===== src/rtl/l1_cache_assoc.sv =====
// l1_cache_assoc: read-only, N-way set-associative L1 cache with true-LRU
// replacement, whole-line refill on miss and single-cycle flush.
//
// Ports:
//   clk, rst             clock, asynchronous active-high reset
//   req_valid/req_ready  word read request handshake, req_addr = word address
//   flush                level; invalidates every line when seen in IDLE
//   rsp_valid/rsp_data   one-cycle response pulse with the requested word
//   mem_req/mem_addr     line fill request, held until mem_valid
//   mem_valid/mem_line   fill line delivery, word 0 in the LSBs
//   hit_cnt/miss_cnt     saturating access counters (only with L1_PERF_CNT_EN)
//
// Build option: define L1_PERF_CNT_EN to add the hit_cnt/miss_cnt outputs.
module l1_cache_assoc #(
  parameter int unsigned ADDR_W     = 30,
  parameter int unsigned WORD_W     = 32,
  parameter int unsigned SETS       = 8,
  parameter int unsigned WAYS       = 2,
  parameter int unsigned LINE_WORDS = 4
) (
  input  logic                                        clk,
  input  logic                                        rst,
  input  logic                                        req_valid,
  input  logic [ADDR_W-1:0]                           req_addr,
  output logic                                        req_ready,
  input  logic                                        flush,
  output logic                                        rsp_valid,
  output logic [WORD_W-1:0]                           rsp_data,
  output logic                                        mem_req,
  output logic [ADDR_W-$clog2(LINE_WORDS)-1:0]        mem_addr,
  input  logic                                        mem_valid,
  input  logic [LINE_WORDS*WORD_W-1:0]                mem_line
`ifdef L1_PERF_CNT_EN
  ,
  output logic [31:0]                                 hit_cnt,
  output logic [31:0]                                 miss_cnt
`endif
);

  localparam int unsigned OFF    = $clog2(LINE_WORDS);
  localparam int unsigned IDX    = $clog2(SETS);
  localparam int unsigned TAG_W  = ADDR_W - OFF - IDX;
  localparam int unsigned LINE_W = LINE_WORDS * WORD_W;
  localparam int unsigned AGE_W  = (WAYS > 1) ? $clog2(WAYS) : 1;
  localparam int unsigned WAY_W  = AGE_W;

  typedef enum logic [1:0] {IDLE, FILL, RESP} state_t;

  state_t state, state_nxt;

  // Storage: data/tag arrays are never reset, valid/age arrays are.
  logic [LINE_W-1:0] data_arr  [SETS][WAYS];
  logic [TAG_W-1:0]  tag_arr   [SETS][WAYS];
  logic [WAYS-1:0]   valid_arr [SETS];
  logic [AGE_W-1:0]  age_arr   [SETS][WAYS];

  logic [ADDR_W-1:0] addr_q;

  // Request-side address fields
  logic [IDX-1:0]   req_idx;
  logic [TAG_W-1:0] req_tag;
  logic [OFF-1:0]   req_off;
  assign req_idx = req_addr[OFF +: IDX];
  assign req_tag = req_addr[ADDR_W-1 -: TAG_W];
  assign req_off = req_addr[OFF-1:0];

  // Fill-side address fields, from the latched miss address
  logic [IDX-1:0]   fill_idx;
  logic [TAG_W-1:0] fill_tag;
  logic [OFF-1:0]   fill_off;
  assign fill_idx = addr_q[OFF +: IDX];
  assign fill_tag = addr_q[ADDR_W-1 -: TAG_W];
  assign fill_off = addr_q[OFF-1:0];

  assign mem_addr = addr_q[ADDR_W-1:OFF];

  function automatic logic [WORD_W-1:0] sel_word(input logic [LINE_W-1:0] line,
                                                 input logic [OFF-1:0]    off);
    return line[int'(off) * int'(WORD_W) +: WORD_W];
  endfunction

  // Tag lookup
  logic             hit;
  logic [WAY_W-1:0] hit_way;
  always_comb begin
    hit     = 1'b0;
    hit_way = '0;
    for (int w = 0; w < int'(WAYS); w++) begin
      if (valid_arr[req_idx][w] && (tag_arr[req_idx][w] == req_tag)) begin
        hit     = 1'b1;
        hit_way = WAY_W'(w);
      end
    end
  end

  // Victim: lowest invalid way, otherwise the oldest way
  logic [WAY_W-1:0] victim;
  logic             found_inv;
  always_comb begin
    victim    = '0;
    found_inv = 1'b0;
    for (int w = 0; w < int'(WAYS); w++) begin
      if (!valid_arr[fill_idx][w] && !found_inv) begin
        victim    = WAY_W'(w);
        found_inv = 1'b1;
      end
    end
    if (!found_inv) begin
      for (int w = 0; w < int'(WAYS); w++) begin
        if (age_arr[fill_idx][w] == AGE_W'(WAYS - 1)) victim = WAY_W'(w);
      end
    end
  end

  // FSM state register
  always_ff @(posedge clk or posedge rst) begin
    if (rst) state <= IDLE;
    else     state <= state_nxt;
  end

  // FSM next-state logic
  always_comb begin
    state_nxt = state;
    case (state)
      IDLE:    if (req_valid && !flush && !hit) state_nxt = FILL;
      FILL:    if (mem_valid) state_nxt = RESP;
      RESP:    state_nxt = IDLE;
      default: state_nxt = IDLE;
    endcase
  end

  // FSM outputs and datapath enables
  logic hit_upd, miss_acc, fill_we;
  always_comb begin
    req_ready = 1'b0;
    mem_req   = 1'b0;
    hit_upd   = 1'b0;
    miss_acc  = 1'b0;
    fill_we   = 1'b0;
    case (state)
      IDLE: begin
        req_ready = !flush && !rst;
        hit_upd   = req_valid && req_ready && hit;
        miss_acc  = req_valid && req_ready && !hit;
      end
      FILL: begin
        mem_req = !rst;
        fill_we = mem_valid;
      end
      default: ;
    endcase
  end

  // LRU: ways younger than the touched way age by one, touched way becomes 0
  logic             upd_en;
  logic [IDX-1:0]   upd_set;
  logic [WAY_W-1:0] upd_way;
  logic [AGE_W-1:0] age_nxt [WAYS];
  always_comb begin
    upd_en  = hit_upd || fill_we;
    upd_set = fill_we ? fill_idx : req_idx;
    upd_way = fill_we ? victim : hit_way;
    for (int w = 0; w < int'(WAYS); w++) begin
      age_nxt[w] = age_arr[upd_set][w];
      if (age_arr[upd_set][w] < age_arr[upd_set][upd_way])
        age_nxt[w] = age_arr[upd_set][w] + AGE_W'(1);
    end
    age_nxt[upd_way] = '0;
  end

  // Control state: valid bits, ages, miss address, response
  always_ff @(posedge clk or posedge rst) begin
    if (rst) begin
      for (int s = 0; s < int'(SETS); s++) begin
        valid_arr[s] <= '0;
        for (int w = 0; w < int'(WAYS); w++) age_arr[s][w] <= AGE_W'(w);
      end
      addr_q    <= '0;
      rsp_valid <= 1'b0;
      rsp_data  <= '0;
    end else begin
      rsp_valid <= hit_upd || fill_we;
      if (hit_upd)  rsp_data <= sel_word(data_arr[req_idx][hit_way], req_off);
      if (fill_we)  rsp_data <= sel_word(mem_line, fill_off);
      if (miss_acc) addr_q <= req_addr;
      if (upd_en) begin
        for (int w = 0; w < int'(WAYS); w++) age_arr[upd_set][w] <= age_nxt[w];
      end
      if (fill_we) valid_arr[fill_idx][victim] <= 1'b1;
      if ((state == IDLE) && flush) begin
        for (int s = 0; s < int'(SETS); s++) valid_arr[s] <= '0;
      end
    end
  end

  // Line data and tag write on fill
  always_ff @(posedge clk) begin
    if (fill_we) begin
      data_arr[fill_idx][victim] <= mem_line;
      tag_arr[fill_idx][victim]  <= fill_tag;
    end
  end

`ifdef L1_PERF_CNT_EN
  // Saturating access counters; flush leaves them alone
  always_ff @(posedge clk or posedge rst) begin
    if (rst) begin
      hit_cnt  <= '0;
      miss_cnt <= '0;
    end else begin
      if (hit_upd && (hit_cnt != '1))   hit_cnt  <= hit_cnt + 32'd1;
      if (miss_acc && (miss_cnt != '1)) miss_cnt <= miss_cnt + 32'd1;
    end
  end
`endif

endmodule


===== config.mk =====
export PLATFORM = sky130hd
export DESIGN_NAME = l1_cache_assoc
export DESIGN_NICKNAME = d
export VERILOG_FILES = /design/src/rtl/l1_cache_assoc.sv
export SDC_FILE = /design/constraint.sdc
export NUM_CORES = 2
export LEC_CHECK = 0
export BUFFER_PORTS_ARGS = -buffer_cell sky130_fd_sc_hd__buf_2
export CELL_PAD_IN_SITES_DETAIL_PLACEMENT = 1
export CELL_PAD_IN_SITES_GLOBAL_PLACEMENT = 2
export CORE_UTILIZATION = 55
export DETAILED_ROUTE_END_ITERATION = 16
export PLACE_DENSITY_LB_ADDON = 0.1
export SETUP_SLACK_MARGIN = 0.05
export SKIP_CTS_REPAIR_TIMING = 1
export SLEW_MARGIN = 20
export SYNTH_ARGS = -nofsm -noshare
export SYNTH_HDL_FRONTEND = slang
export SYNTH_SLANG_ARGS = --single-unit

===== constraint.sdc =====
create_clock -name clk -period 34.9 [get_ports clk]
set_input_delay 3.49 -clock clk [delete_from_list [all_inputs] [get_ports clk]]
set_output_delay 3.49 -clock clk [all_outputs]
set_load 0.02 [all_outputs]

==> metrics <==
status finished clean; cell taking the most area after synthesis edfxtp_1; post-route clock period utilization 24.2%; CTS tree done; Final Max Slew Viols 0; ys flop type edfxtp_1; Placer Congestion 0.763; Final Skew 0.0475 ns; synth top area cells edfxtp_1 74%, mux4_2 16%, dfrtp_1 2.3%, mux2i_1 1.8%, mux2_2 1.0%; Vias/cell 6.55; Worst Setup SP req_addr[3]; # port buffers 225; drt pass-1 iters 5; crit-path cells buf_8 > buf_12 > buf_4 > mux4_2 > mux2i_1 > xor2_1 > nand4b_1 > nor4b_1 > a41oi_1 > nand3_2 > mux2_2; antenna violations before repair 42; IO Pins 226; Netlist cell types 60; reg2reg path depth 8; RSZ-0062 raised after global routing false; vias in the first global route 49100; max-cap violation count 0; Worst Hold Endpoint age_arr[10]$_DFFE_PP1P_; slowest library cell on the worst path nand3_2; Leak 35.9 nW; endpoints failing setup 0; Synthesized Nets 4326; Mean Syn Cell Area 23.8 µm²; Final Instance Area 111000 µm²; Starting Density 55.4%; IR drop worst, VDD 72.7 µV; DRT Wirelength 247 mm; CP Data Required Time 35.67 ns; Post-route DRC 0; die area 181000 µm²; fill cell count 14100; final HPWL from detailed placement 130 mm; DR vias 46300; clk_lat worst skew 0.94 ns; Setup CP Type in2reg; Slew @ Worst Pin 1.11 ns; non-filler cells, final 7078; delay-heaviest family, CP buffers and inverters; gr usage total 27.8%; Hold Path Class reg2reg; Fin. Hold Viols 0; grt ovf 0; placed insts 6588; layout cells sized above 1 32.5%; Wirelength per Cell 34.9 µm; final total negative setup slack 0 ns; CTS Buf Count 279; cell area after placement 103000 µm²; global-route wire length before repair 356 mm; hold depth 2; clock-pin slew on the worst setup and hold paths 0.06 ns; Die Wd 426 µm; critical path launch point type primary input; launch point of the worst hold path age_arr[10]$_DFFE_PP1P_; mapped cell area 98900 µm²; Max clock buf depth 4; Async S/R FF share, synth 3.81%; power per cell area 61.8 nW/µm²; Max FO, Critical Path 134; post-synthesis sequential area ratio 76.8%; reg2reg end data_arr[3][157]$_DFFE_PP_; row count 155; Crit Reg-Reg Startpoint addr_q[4]$_DFFE_PP0P_; Syn. warnings 0; Area Growth Syn to Fin 12.6%; fmax 118 MHz; Die Y 426 µm; Worst Path Arrival 9.21 ns; max_slew headroom 26.1%; largest net degree at the start of global routing 135; Nets 4677; Mapped Cells 4163; CP peak stage delay 0.92 ns; top cell type's share of synthesized area 74.3%; worst path buffer plus inverter count 3; CTS Sinks 2545; htree depth 5; clk root buf clkbuf_16; Post-synth top cells 2448 x edfxtp_1, 722 x mux4_2, 179 x mux2i_1, 114 x clkbuf_1, 92 x mux2_2; min Tclk post-route 8.44 ns; Yosys reg bits 2545; DRT iter0 DRCs 4425; most common cell in the netlist edfxtp_1; Fin Hold WS 0.488 ns; post-route ant nets 0; Post-synth EDFFs 2448; flop-to-flop setup slack 29.90 ns; CP endpoint kind flip-flop; area of the core 178000 µm²
==> layer usage <==
| metal | global-route usage, % | vias up | routed length (µm) |
|---|---|---|---|
| met3 | 3.87 | 408 | 14600 |
| li1 | - | 18600 | - |
| met5 | 0 | - | 59 |
| met4 | 7.71 | 10 | 5850 |
| met2 | 47.0 | 1721 | 128000 |
| met1 | 38.2 | 25600 | 98900 |
==> tightest hold or removal path, stage by stage, from the launching register on <==
cell     delay (ns)
dfstp_2        0.38
inv_1          0.05
mux2i_1        0.06
==> cell type report <==
class | instances | area, µm² | share of cell area, %
sequential | 2545 | 76000 | 68.2
multi-input combinational | 1349 | 21800 | 19.5
clock buffer | 377 | 7690 | 6.91
tap | 2355 | 2950 | 2.65
timing repair buffer | 315 | 1990 | 1.79
clock inverter | 104 | 883 | 0.793
inverter | 24 | 95.1 | 0.0854
antenna | 9 | 22.5 | 0.0202
==> stage by stage <==
stage	util (%)	total power, W	worst slack (ns)
2_1_floorplan	-	0.00394	15.26
3_3_place_gp	57.6	0.00414	25.40
3_5_place_dp	57.6	0.00416	25.42
4_1_cts	62.4	0.00694	26.38
5_1_grt	62.4	0.00707	26.00
6_report	62.4	0.00688	26.46
==> where the power goes <==
| part | switching (W) | leakage [nW] | internal, W |
|---|---|---|---|
| combinational | 0.000312 | 8.48 | 0.000201 |
| clock | 0.00114 | 4.18 | 0.00165 |
| sequential | 0.0000944 | 23.2 | 0.00348 |
| total | 0.00155 | 35.9 | 0.00533 |
==> flip-flops by register name, indices dropped and copies added (netlist names) <==
name       cells
data_arr    2048
tag_arr      400
rsp_data      32
addr_q        30
age_arr       16
valid_arr     16
state          2
rsp_valid      1
==> placed cells by master, fill, tap and decap left out, types with 22 or more instances in the layout <==
cell type	count
buf_4	78
nand2_1	49
clkbuf_1	74
edfxtp_1	2448
clkinv_1	43
clkinv_2	33
mux4_2	722
inv_1	22
clkbuf_16	288
mux2_2	92
xor2_1	26
buf_2	221
dfrtp_1	87
o221ai_1	33
mux2i_1	179
==> worst max path at each step <==
| stage | slack [ns] | end | depth (start not counted) |
|---|---|---|---|
| after floorplan | 15.26 | data_arr[0][0]$_DFFE_PP_ | 5 |
| after global placement | 25.40 | addr_q[27]$_DFFE_PP0P_ | 11 |
| after detailed placement | 25.42 | rsp_data[24]$_DFFE_PP0P_ | 10 |
| after CTS | 26.38 | addr_q[29]$_DFFE_PP0P_ | 11 |
| after global routing | 26.00 | rsp_data[17]$_DFFE_PP0P_ | 10 |
| final | 26.46 | addr_q[24]$_DFFE_PP0P_ | 11 |
==> cell families after synthesis <==
group	after synthesis	share of synthesized area, %
mux	1003	19.6
xor+xnor	38	0.337
compound gates	147	1.12
buf+inv	269	1.33
simple gates	161	0.828
flops	2545	76.8
(Power assumes the default switching activity.)
